<file path="config.mk">
export PLATFORM = sky130hd
export DESIGN_NAME = regfile_op_sequencer
export DESIGN_NICKNAME = d
export VERILOG_FILES = /design/src/rtl/regfile_op_sequencer.sv
export SDC_FILE = /design/constraint.sdc
export NUM_CORES = 1
export LEC_CHECK = 0
export ABC_AREA = 1
export BUFFER_PORTS_ARGS = -buffer_cell sky130_fd_sc_hd__buf_2
export CORE_ASPECT_RATIO = 0.9
export CORE_MARGIN = 1.5
export CORE_UTILIZATION = 48
export CTS_CLUSTER_DIAMETER = 120
export DETAILED_ROUTE_END_ITERATION = 6
export PLACE_DENSITY_LB_ADDON = 0.3
export SYNTH_ARGS = -nofsm -noshare
export SYNTH_HDL_FRONTEND = slang
export SYNTH_SLANG_ARGS = --single-unit
</file>
<file path="constraint.sdc">
create_clock -name clk -period 1.7 [get_ports clk]
set_input_delay 0.255 -clock clk [delete_from_list [all_inputs] [get_ports clk]]
set_output_delay 0.255 -clock clk [all_outputs]
set_load 0.02 [all_outputs]
</file>
<file path="src/rtl/regfile_op_sequencer.sv">
// Register-file operation sequencer: IDLE -> READ -> EXEC -> WRITE, one op in flight.
// Optional MAC (opcode 5) multiplier is built only when RFSEQ_MAC_EN is defined.
module regfile_op_sequencer #(
   parameter int M = 4,
   parameter int W = 8
) (
   input  logic         clk,
   input  logic         rst,
   input  logic         req_valid,
   output logic         req_ready,
   input  logic [2:0]   req_op,
   input  logic [M-1:0] req_dst,
   input  logic [M-1:0] req_src1,
   input  logic [M-1:0] req_src2,
   input  logic [M-1:0] req_src3,
   output logic         done,
   output logic [W-1:0] result,
   output logic         err,
   output logic         zero,
   output logic         rf_read_en,
   output logic [M-1:0] rf_read_reg1,
   output logic [M-1:0] rf_read_reg2,
   output logic [M-1:0] rf_read_reg3,
   input  logic [W-1:0] rf_read_data1,
   input  logic [W-1:0] rf_read_data2,
   input  logic [W-1:0] rf_read_data3,
   output logic         rf_write_en,
   output logic [M-1:0] rf_write_reg,
   output logic [W-1:0] rf_write_data
);

   typedef enum logic [1:0] {S_IDLE, S_READ, S_EXEC, S_WRITE} state_t;
   typedef enum logic [2:0] {
      OP_MOV, OP_ADD, OP_SUB, OP_AND, OP_XOR, OP_MAC, OP_ADD3, OP_READ
   } op_t;

   state_t       state_q, state_d;
   op_t          op_q, op_d;
   logic [M-1:0] dst_q, dst_d;
   logic         req_ready_q, req_ready_d;
   logic         done_q, done_d;
   logic [W-1:0] result_q, result_d;
   logic         err_q, err_d;
   logic         zero_q, zero_d;
   logic         rd_en_q, rd_en_d;
   logic [M-1:0] rd_reg1_q, rd_reg1_d;
   logic [M-1:0] rd_reg2_q, rd_reg2_d;
   logic [M-1:0] rd_reg3_q, rd_reg3_d;
   logic         wr_en_q, wr_en_d;
   logic [M-1:0] wr_reg_q, wr_reg_d;
   logic [W-1:0] wr_data_q, wr_data_d;

   logic [W-1:0] alu_res;
   logic         alu_err;

   always_comb begin
      alu_res = '0;
      alu_err = 1'b0;
      unique case (op_q)
         OP_MOV:  alu_res = rf_read_data1;
         OP_ADD:  alu_res = rf_read_data1 + rf_read_data2;
         OP_SUB:  alu_res = rf_read_data1 - rf_read_data2;
         OP_AND:  alu_res = rf_read_data1 & rf_read_data2;
         OP_XOR:  alu_res = rf_read_data1 ^ rf_read_data2;
`ifdef RFSEQ_MAC_EN
         // Low W bits of the 2W-wide product equal the W-wide product.
         OP_MAC:  alu_res = (rf_read_data1 * rf_read_data2) + rf_read_data3;
`else
         OP_MAC:  begin
            alu_res = '0;
            alu_err = 1'b1;
         end
`endif
         OP_ADD3: alu_res = rf_read_data1 + rf_read_data2 + rf_read_data3;
         OP_READ: alu_res = rf_read_data1;
         default: alu_res = '0;
      endcase
   end

   always_comb begin
      state_d     = state_q;
      op_d        = op_q;
      dst_d       = dst_q;
      req_ready_d = req_ready_q;
      done_d      = done_q;
      result_d    = result_q;
      err_d       = err_q;
      zero_d      = zero_q;
      rd_en_d     = rd_en_q;
      rd_reg1_d   = rd_reg1_q;
      rd_reg2_d   = rd_reg2_q;
      rd_reg3_d   = rd_reg3_q;
      wr_en_d     = wr_en_q;
      wr_reg_d    = wr_reg_q;
      wr_data_d   = wr_data_q;
      unique case (state_q)
         S_IDLE: begin
            if (req_valid && req_ready_q) begin
               op_d        = op_t'(req_op);
               dst_d       = req_dst;
               rd_reg1_d   = req_src1;
               rd_reg2_d   = req_src2;
               rd_reg3_d   = req_src3;
               rd_en_d     = 1'b1;
               req_ready_d = 1'b0;
               state_d     = S_READ;
            end
         end
         S_READ: begin
            rd_en_d = 1'b0;
            state_d = S_EXEC;
         end
         S_EXEC: begin
            // Outputs are registered, so WRITE-cycle signals are loaded here.
            result_d  = alu_res;
            err_d     = alu_err;
            zero_d    = (alu_res == '0);
            done_d    = 1'b1;
            wr_en_d   = !alu_err && (op_q != OP_READ);
            wr_reg_d  = dst_q;
            wr_data_d = alu_res;
            state_d   = S_WRITE;
         end
         S_WRITE: begin
            done_d      = 1'b0;
            wr_en_d     = 1'b0;
            req_ready_d = 1'b1;
            state_d     = S_IDLE;
         end
         default: state_d = S_IDLE;
      endcase
   end

   always_ff @(posedge clk or posedge rst) begin
      if (rst) begin
         state_q     <= S_IDLE;
         op_q        <= OP_MOV;
         dst_q       <= '0;
         req_ready_q <= 1'b1;
         done_q      <= 1'b0;
         result_q    <= '0;
         err_q       <= 1'b0;
         zero_q      <= 1'b0;
         rd_en_q     <= 1'b0;
         rd_reg1_q   <= '0;
         rd_reg2_q   <= '0;
         rd_reg3_q   <= '0;
         wr_en_q     <= 1'b0;
         wr_reg_q    <= '0;
         wr_data_q   <= '0;
      end else begin
         state_q     <= state_d;
         op_q        <= op_d;
         dst_q       <= dst_d;
         req_ready_q <= req_ready_d;
         done_q      <= done_d;
         result_q    <= result_d;
         err_q       <= err_d;
         zero_q      <= zero_d;
         rd_en_q     <= rd_en_d;
         rd_reg1_q   <= rd_reg1_d;
         rd_reg2_q   <= rd_reg2_d;
         rd_reg3_q   <= rd_reg3_d;
         wr_en_q     <= wr_en_d;
         wr_reg_q    <= wr_reg_d;
         wr_data_q   <= wr_data_d;
      end
   end

   assign req_ready     = req_ready_q;
   assign done          = done_q;
   assign result        = result_q;
   assign err           = err_q;
   assign zero          = zero_q;
   assign rf_read_en    = rd_en_q;
   assign rf_read_reg1  = rd_reg1_q;
   assign rf_read_reg2  = rd_reg2_q;
   assign rf_read_reg3  = rd_reg3_q;
   assign rf_write_en   = wr_en_q;
   assign rf_write_reg  = wr_reg_q;
   assign rf_write_data = wr_data_q;

endmodule

</file>
==> results.sh, run 1 <==
export IMPL_status="complete, but fails checks"
export IMPL_violations="setup timing"
export IMPL_clock_path_buffers=2
export IMPL_synth_edff_count=0
export IMPL_seqCellArea_um2=977
export IMPL_synth_area_per_cell_um2=7.10
export IMPL_clk_pin_slew_ns=0.08
export IMPL_finalWorstSetupSlack_ns=-0.746
export IMPL_async_flop_share=1.00
export IMPL_synth_top_area_cell="dfrtp_1"
export IMPL_drive_gt1_frac=0.443
export IMPL_post_route_min_period_ns=2.45
export IMPL_track_usage=0.284
export IMPL_start_util=0.493
export IMPL_syn_area_um2=3000
export IMPL_synth_cell_type_count=35
export IMPL_leakagePower_uw=0.00250
export IMPL_hold_viol=0
export IMPL_stdcell_count=650
export IMPL_placed_cells_incl_taps=633
export IMPL_ir_drop_uv=1100
export IMPL_nNetsFinal=653
export IMPL_syn_nets=498
export IMPL_via_per_inst=5.23
export IMPL_clk_latency_ns=0.29
export IMPL_antenna_found_initial=0
export IMPL_regToRegSetupSlack_ns=-0.24
export IMPL_die_height_um=77.9
export IMPL_tns_ns=-4.18
export IMPL_rows=27
export IMPL_final_common_cell="nand2_1"
export IMPL_worst_pin_slew_ns=0.472
export IMPL_multi_input_area_um2=2030
export IMPL_cp_start_kind="primary input"
export IMPL_gp_congestion=1.02
export IMPL_grt_pass1_vias=3221
export IMPL_first_pass_iters=5
export IMPL_cts_buffers=5
export IMPL_max_freq_mhz=409
export IMPL_grt_max_degree=40
export IMPL_portBuffers=83
export IMPL_cts_root_buf="clkbuf_8"
export IMPL_postCtsHoldBufs=0
export IMPL_area_growth_pct=51.3
export IMPL_synthCells=422
export IMPL_htreeDepth=2
export IMPL_relSlewSlack=0.686
export IMPL_first_iter_violations=274
export IMPL_pin_count=84
export IMPL_fillers=475
export IMPL_path_class="in2reg"
export IMPL_drv_cap=0
export IMPL_slew_violations=0
export IMPL_critPathArrivalTime_ns=2.63
export IMPL_utilization=0.745
export IMPL_drtAntennaViolNets=0
export IMPL_die_x_um=86.3
export IMPL_cts_tree="done"
export IMPL_p_total_uw=6850
export IMPL_rsz0062_at_grt="yes"
export IMPL_cts_sinks=39
export IMPL_synth_top_area_share=0.317
export IMPL_clock_skew_final_ns=0.00666
export IMPL_ys_seq_elements=39
export IMPL_die_area_um2=6720
export IMPL_yosys_most_used_dff="dfrtp_1"
export IMPL_setup_viol_count_final=8
export IMPL_p_per_area_nw_per_um2=1510
export IMPL_grt_pass1_wl_um=14900
export IMPL_ys_seq_area_frac=0.326
export IMPL_grt_overflow_total=0
export IMPL_fin_crit_sh=1.44
export IMPL_dp_hpwl_um=6960
export IMPL_vias=3401
export IMPL_routed_wl_um=9440
export IMPL_end_kind="flip-flop"
export IMPL_antenna_cells=0
export IMPL_crit_required_ns=1.88
export IMPL_mostFrequentLayoutCells="122 x nand2_1, 80 x buf_4, 78 x buf_2"
export IMPL_min_path_type="in2async"
export IMPL_yosys_top_cells_area="dfrtp_1 32%, nand2_1 17%, ha_1 11%"
export IMPL_routedWlPerCell_um=14.5
export IMPL_largest_reg_flops=8
export IMPL_drc=0
export IMPL_core_um2=6080
export IMPL_yosysWarnings=0
export IMPL_critPathMaxFanout=4
[metal layers]
| layer | up-vias | track usage | part of all wire | wire (um) |
|---|---|---|---|---|
| li1 | 1658 | - | - | - |
| met1 | 1575 | 0.389 | 0.43 | 4070 |
| met2 | 147 | 0.459 | 0.47 | 4460 |
| met3 | 21 | 0.0617 | 0.076 | 713 |
| met4 | 0 | 0.0645 | 0.020 | 189 |
| met5 | - | 0 | 0 | 0 |
[worst paths after layout]
kind,startpoint,cells past startpoint,endpoint
max in group asynchronous,rst,3,req_ready$_DFFE_PP1P_
min in group clk,req_src3[2],3,rf_read_reg3[2]$_DFFE_PP0P_
worst max-delay path,rf_read_data2[1],23,zero$_DFFE_PP0P_
worst max register to register,op_q[0]$_DFFE_PP0P_,10,zero$_DFFE_PP0P_
worst min register to register,rf_read_reg3[3]$_DFFE_PP0P_,2,rf_read_reg3[3]$_DFFE_PP0P_
worst min-delay path,rst,3,rf_write_reg[0]$_DFFE_PP0P_
[kinds of logic (layout without fill, tap and decap cells)]
logic type                 after synthesis  in the layout  share of synthesized area
buffers and inverters                   75            231                      0.115
xor gates and xnor gates                 3              3                    0.00877
AOI/OAI and AO/OA                       58             58                      0.107
and+or+nand+nor                        217            217                      0.310
adders and majority gates               30             30                      0.133
DFF                                     39             39                      0.326
[critical path: stages]
cell	delay (ns)
buf_6	0.09
inv_4	0.04
buf_6	0.11
fa_2	0.37
inv_2	0.07
a21oi_2	0.05
o21ai_2	0.13
xor2_1	0.17
inv_1	0.10
ha_4	0.31
nand2_2	0.05
inv_2	0.06
nand4_1	0.14
nand3_2	0.12
nand2_2	0.06
nand2_2	0.06
inv_1	0.05
nand3_2	0.06
nand3_2	0.07
nand3_2	0.08
nand2_1	0.06
nand2_1	0.06
nand2_1	0.05
[Yosys cell counts, types with 4 or more instances]
library cell and count:
o21ai_0 21, nand2_1 134, ha_1 27, nor2_1 22, inv_2 4, a21oi_1 23
clkbuf_1 5, dfrtp_1 38, inv_1 51, nand3_1 39, buf_4 12, nand4_1 11
[final cells by class]
type	instances	area share
Tap cell	72	0.0199
Timing Repair Buffer	167	0.243
Clock inverter	2	0.00773
Sequential cell	39	0.216
Clock buffer	6	0.0182
Multi-Input combinational cell	308	0.448
Inverter	56	0.0478
[stage by stage]
step           worst slack, ns  area, um^2  hold WS (ns)
2_1_floorplan           -0.742        3030         0.372
3_3_place_gp             -1.06        3960         0.387
3_5_place_dp             -1.06        3960         0.396
4_1_cts                 -0.649        4270        0.0783
5_1_grt                 -0.903        4530         0.128
6_report                -0.746        4530        0.0669
[timing repair]
| action | 4_1_cts | 5_1_grt |
|---|---|---|
| setup buffers | 5 | 4 |
| endpoints found under the setup margin | 8 | 21 |
| gates resized for setup | 35 | 52 |
| pin swaps | 17 | 18 |
[power breakdown]
group / leakage [uW] / total [uW] / switching (uW) / internal (uW)
logic: 0.00195 / 4400 / 2630 / 1770
clock network: 0.0000612 / 798 / 323 / 475
registers: 0.000485 / 1660 / 285 / 1370
total: 0.00250 / 6850 / 3240 / 3620
Note: power is estimated with default switching activity, not from simulation.
==> inputs of run 2 (changes only) <==
RECOVER_POWER = 100   (was not set)
==> results.sh, run 2 (synthesis gave the netlist of run 1 again) <==
export IMPL_cts_tree="done"
export IMPL_clock_path_buffers=2
export IMPL_placed_cells_incl_taps=633
export IMPL_drv_cap=0
export IMPL_gp_congestion=1.02
export IMPL_slowest_delay_ns=0.37
export IMPL_p_sw_uw=3250
export IMPL_ir_drop_uv=1130
export IMPL_p_total_uw=6740
export IMPL_first_pass_iters=6
export IMPL_antenna_found_initial=0
export IMPL_status="complete, but fails checks"
export IMPL_clk_pin_slew_ns=0.08
export IMPL_min_path_type="in2reg"
export IMPL_regToRegSetupSlack_ns=-0.26
export IMPL_cp_start_kind="primary input"
export IMPL_first_iter_violations=313
export IMPL_p_comb_frac=0.634
export IMPL_crit_required_ns=1.88
export IMPL_slew_violations=0
export IMPL_rsz0062_at_grt="yes"
export IMPL_htreeDepth=2
export IMPL_antenna_cells=0
export IMPL_cts_root_buf="clkbuf_8"
export IMPL_max_freq_mhz=409
export IMPL_final_common_cell="nand2_1"
export IMPL_final_area_um2=4480
export IMPL_clkPwrFrac=0.118
export IMPL_finalWorstSetupSlack_ns=-0.746
export IMPL_vias=3424
export IMPL_core_um2=6080
export IMPL_end_kind="flip-flop"
export IMPL_largest_reg_flops=8
export IMPL_hold_start="req_src3[2]"
export IMPL_pre_cts_ws_ns=-1.06
export IMPL_die_height_um=77.9
export IMPL_grt_max_degree=40
export IMPL_clock_skew_final_ns=0.00654
export IMPL_hold_viol=0
export IMPL_mostFrequentLayoutCells="122 x nand2_1, 77 x buf_4, 43 x inv_1"
export IMPL_drive_gt1_frac=0.375
export IMPL_via_per_inst=5.27
export IMPL_setup_viol_count_final=8
export IMPL_fillers=506
export IMPL_worst_pin_slew_ns=0.917
export IMPL_grt_overflow_total=0
export IMPL_rows=27
export IMPL_path_class="in2reg"
export IMPL_leakagePower_uw=0.00237
export IMPL_cts_buffers=5
export IMPL_violations="setup timing"
export IMPL_p_sw_frac=0.482
export IMPL_portBuffers=83
export IMPL_area_growth_pct=49.4
export IMPL_die_x_um=86.3
export IMPL_r2r_start="op_q[0]$_DFFE_PP0P_"
export IMPL_p_per_area_nw_per_um2=1510
export IMPL_cts_sinks=39
export IMPL_critPathMaxFanout=4
export IMPL_crit_slowest_cell="fa_2"
export IMPL_start_util=0.493
export IMPL_pin_count=84
export IMPL_cp_startpoint="rf_read_data2[1]"
export IMPL_cpMostUsedCell="nand3_2"
export IMPL_crit_chain="buf_6, inv_4, buf_6, fa_2, inv_2, a21oi_2, o21ai_2, xor2_1, inv_1, ha_4, nand2_2, inv_2, nand4_1, nand3_2, nand2_2, nand2_2, inv_1, nand3_2, nand3_2, nand3_2, nand2_1, nand2_1, nand2_1"
export IMPL_postCtsHoldBufs=0
export IMPL_routedWlPerCell_um=14.5
export IMPL_nNetsFinal=653
export IMPL_crit_buf_inv=7
export IMPL_routed_wl_um=9440
export IMPL_stdcell_count=650
export IMPL_internal_power_uw=3490
export IMPL_track_usage=0.284
export IMPL_drc=0
export IMPL_grt_pass1_wl_um=14900
export IMPL_drtAntennaViolNets=0
export IMPL_placed_area_um2=3960
export IMPL_critPathArrivalTime_ns=2.63
export IMPL_grt_pass1_vias=3221
export IMPL_cp_top_family="simple AND/OR/NAND/NOR gates"
export IMPL_timing_hold_ws_ns=0.158
export IMPL_die_area_um2=6720
export IMPL_clk_latency_ns=0.29
export IMPL_post_route_min_period_ns=2.45
export IMPL_fin_crit_sh=1.44
export IMPL_p_seq_frac=0.248
export IMPL_relSlewSlack=0.389
export IMPL_dp_hpwl_um=6960
==> run 2: cell count changes in the layout (fill, tap and decap cells not counted) <==
cell / before / now
buf_2: 78 / 40
buf_4: 80 / 77
clkbuf_1: 0 / 38
clkbuf_2: 0 / 3
inv_1: 42 / 43
inv_2: 11 / 10
==> run 2: worst reg2reg max path, cell delays in order, from the launching register on <==
cell      delay (ns)
dfrtp_1         0.48
nor2_2          0.10
nand2_1         0.12
nand2_2         0.16
a211oi_1        0.44
nand3_1         0.17
o21ai_2         0.11
nand3_1         0.09
nor2_1          0.11
nand2_1         0.06
nand2_1         0.05
==> run 2: power by group through the flow <==
stage | logic, uW | clock network, uW | registers, uW
floorplan | 1960 | 0 | 2030
global placement | 3710 | 0 | 1640
detailed placement | 3780 | 0 | 1660
CTS | 3990 | 810 | 1650
global route | 4680 | 857 | 1720
finish | 4280 | 796 | 1670
==> run 2: path summary, 6_finish.rpt <==
| kind | to | cells after the start |
|---|---|---|
| worst max-delay path | zero$_DFFE_PP0P_ | 23 |
| worst min-delay path | rf_read_reg3[2]$_DFFE_PP0P_ | 3 |
| worst max register to register | zero$_DFFE_PP0P_ | 10 |
| worst min register to register | rf_read_reg3[3]$_DFFE_PP0P_ | 2 |
| max in group asynchronous | op_q[1]$_DFFE_PP0P_ | 3 |
| min in group asynchronous | rf_read_reg2[3]$_DFFE_PP0P_ | 3 |
==> run 2: metal layers <==
layer	part of all wire	vias to the layer above	global-route usage	routed length, um
li1	-	1655	-	-
met1	0.43	1576	0.389	4040
met2	0.47	167	0.459	4460
met3	0.077	26	0.0617	728
met4	0.023	0	0.0645	219
met5	0	-	0	0
==> run 2: cell type report <==
class,count,area (um^2),area share
clock buffer,6,82.6,0.0185
tap,72,90.1,0.0201
inverter,56,216,0.0484
clock inverter,2,35.0,0.00783
timing repair buffer,167,1040,0.233
multi-input combinational,308,2030,0.453
sequential,39,977,0.218
==> run 2: repair_timing <==
item	CTS	global route
resized for setup	35	52
pin swaps	17	18
setup buffers	5	4
setup endpoints to repair	8	21
==> run 2: metrics by stage <==
step | setup TNS [ns] | util
floorplan | -3.73 | -
global placement | -6.85 | 0.652
detailed placement | -7.18 | 0.652
CTS | -3.91 | 0.702
global route | -5.30 | 0.736
finish | -4.18 | 0.736
==> inputs of run 3 (changes only) <==
CORE_MARGIN = 2   (was 1.5)
CORE_UTILIZATION = 41   (was 48)
clock period = 2.45 ns   (was 1.7 ns; I/O delays follow)
==> results.sh, run 3 (synthesis gave the netlist of run 1 again) <==
export IMPL_status="complete, but fails checks"
export IMPL_die_x_um=94.1
export IMPL_p_seq_frac=0.295
export IMPL_worst_pin_slew_ns=2.07
export IMPL_relSlewSlack=-0.382
export IMPL_largest_reg_flops=8
export IMPL_worst_path_stages=21
export IMPL_ir_drop_uv=632
export IMPL_die_area_um2=8010
export IMPL_p_sw_frac=0.504
export IMPL_gp_congestion=0.990
export IMPL_slowest_delay_ns=0.37
export IMPL_cts_tree="done"
export IMPL_drive_gt1_frac=0.258
export IMPL_postCtsHoldBufs=0
export IMPL_finalWorstSetupSlack_ns=-0.0440
export IMPL_crit_buf_inv=4
export IMPL_antenna_found_initial=0
export IMPL_crit_required_ns=2.68
export IMPL_vias=3144
export IMPL_grt_pass1_vias=3015
export IMPL_grt_max_degree=40
export IMPL_holdPathEnd="dst_q[2]$_DFFE_PP0P_"
export IMPL_crit_slowest_cell="fa_2"
export IMPL_first_iter_violations=279
export IMPL_mostFrequentLayoutCells="129 x nand2_1, 49 x buf_4, 45 x inv_1"
export IMPL_clk_pin_slew_ns=0.07
export IMPL_violations="capacitance limit, slew limit, setup timing"
export IMPL_r2r_end="dst_q[3]$_DFFE_PP0P_"
export IMPL_post_cts_setup_buffer_count=0
export IMPL_die_height_um=85.1
export IMPL_hold_start="req_dst[2]"
export IMPL_post_route_min_period_ns=2.49
export IMPL_placed_cells_incl_taps=631
export IMPL_cp_top_family="simple AND/OR/NAND/NOR gates"
export IMPL_core_um2=7080
export IMPL_grt_pass1_wl_um=14200
export IMPL_via_per_inst=4.92
export IMPL_critPathArrivalTime_ns=2.72
export IMPL_nNetsFinal=621
export IMPL_cts_buffers=5
export IMPL_r2r_start="state_q[0]$_DFFE_PP0P_"
export IMPL_cpMostUsedCell="nand2_1"
export IMPL_antenna_cells=0
export IMPL_drv_cap=1
export IMPL_routedWlPerCell_um=13.4
export IMPL_clk_latency_ns=0.29
export IMPL_start_util=0.423
export IMPL_path_class="in2reg"
export IMPL_pin_count=84
export IMPL_timing_hold_ws_ns=0.275
export IMPL_drtAntennaViolNets=0
export IMPL_area_growth_pct=32.2
export IMPL_worst_r2r_path_depth=8
export IMPL_drc=0
export IMPL_critPathMaxFanout=5
export IMPL_leakagePower_uw=0.00213
export IMPL_slew_violations=40
export IMPL_clkPwrFrac=0.103
export IMPL_internal_power_uw=1980
export IMPL_regToRegSetupSlack_ns=0.42
export IMPL_clock_path_buffers=2
export IMPL_setup_viol_count_final=1
export IMPL_htreeDepth=2
export IMPL_grt_overflow_total=0
export IMPL_rows=29
export IMPL_fillers=752
export IMPL_dp_hpwl_um=6850
export IMPL_crit_chain="buf_8, ha_4, inv_2, fa_2, inv_2, a21oi_2, o21ai_2, xor2_1, inv_2, ha_4, nand2_2, or2_4, nand3_1, nand2_1, nand3_1, nand3_1, nand2_1, nand2_1, nor2_1, nand2_1, nand2_1"
export IMPL_hold_depth=3
export IMPL_routed_wl_um=8540
export IMPL_clock_skew_final_ns=0.00448
export IMPL_max_freq_mhz=401
export IMPL_p_per_area_nw_per_um2=1010
export IMPL_cts_sinks=39
export IMPL_p_comb_frac=0.602
export IMPL_fin_crit_sh=1.02
export IMPL_min_path_type="in2reg"
export IMPL_rsz0062_at_grt="yes"
export IMPL_pre_cts_ws_ns=-0.423
export IMPL_stdcell_count=639
export IMPL_first_pass_iters=4
export IMPL_hold_viol=0
export IMPL_p_total_uw=3990
export IMPL_p_sw_uw=2010
export IMPL_final_common_cell="nand2_1"
export IMPL_end_kind="flip-flop"
export IMPL_track_usage=0.221
export IMPL_portBuffers=83
export IMPL_cp_start_kind="primary input"
export IMPL_cts_root_buf="clkbuf_8"
export IMPL_utilization=0.560
## run 3: cell count changes in the layout (fill, tap and decap cells not counted), moves of 4 or more
cell      previous run  this run
nand2_2             13         8
nand3_1             25        34
ha_1                16        22
nand3_2             15         6
nand2_1            122       129
buf_4               77        49
a21oi_2              7         2
a21oi_1             17        22
clkbuf_1            38        42
o21ai_2              7         1
buf_6                7         2
ha_4                10         5
## run 3: worst register-to-register path: stages (launching register included)
cell and delay [ns]:
dfrtp_1 0.41, inv_1 0.14, ha_1 0.16, inv_1 0.05
nor3_1 0.26, clkbuf_1 0.35, inv_1 0.34, nand2_1 0.14
nand2_1 0.07
## run 3: layer usage
metal  global-route usage  share of wire  vias up
li1                     -              -     1600
met1                0.340           0.48     1432
met2                0.330           0.45      103
met3               0.0364          0.061        9
met4               0.0395          0.010        0
met5                    0              0        -
## run 3: repair_timing
item / in CTS / in global routing
gates resized for setup: 16 / 17
hold endpoints to repair: 0 / 0
pin swaps: 13 / 13
endpoints found under the setup margin: 5 / 6
## run 3: power groups by stage
stage | Sequential, uW | Clock, uW | Combinational, uW
final | 1180 | 413 | 2400
after global routing | 1210 | 451 | 2650
after CTS | 1170 | 423 | 2450
after detailed placement | 1170 | 0 | 2400
after global placement | 1160 | 0 | 2360
after floorplan | 1410 | 0 | 1350
## run 3: through the flow
stage | area, um^2 | setup TNS (ns)
global placement | 3810 | -1.68
detailed placement | 3810 | -2.19
floorplan | 3030 | -0.182
CTS | 3960 | -0.0124
finish | 3960 | -0.0440
global route | 3960 | -0.409
## run 3: worst max-delay path by stage
stage,start,endpoint,slack [ns]
3_3_place_gp,rf_read_data1[0],zero$_DFFE_PP0P_,-0.34
6_report,rf_read_data1[0],zero$_DFFE_PP0P_,-0.04
4_1_cts,rf_read_data2[0],zero$_DFFE_PP0P_,-0.01
3_5_place_dp,rf_read_data1[0],zero$_DFFE_PP0P_,-0.42
5_1_grt,rf_read_data1[0],zero$_DFFE_PP0P_,-0.16
2_1_floorplan,rf_read_data1[0],zero$_DFFE_PP0P_,-0.11
## run 3: final cells by class
type	count	area [um^2]	share of cell area
clock inverter	1	5.00	0.00126
inverter	56	210	0.0531
timing repair buffer	135	783	0.198
multi-input combinational	308	1790	0.452
sequential	39	977	0.247
clock buffer	7	76.3	0.0193
tap	93	116	0.0294
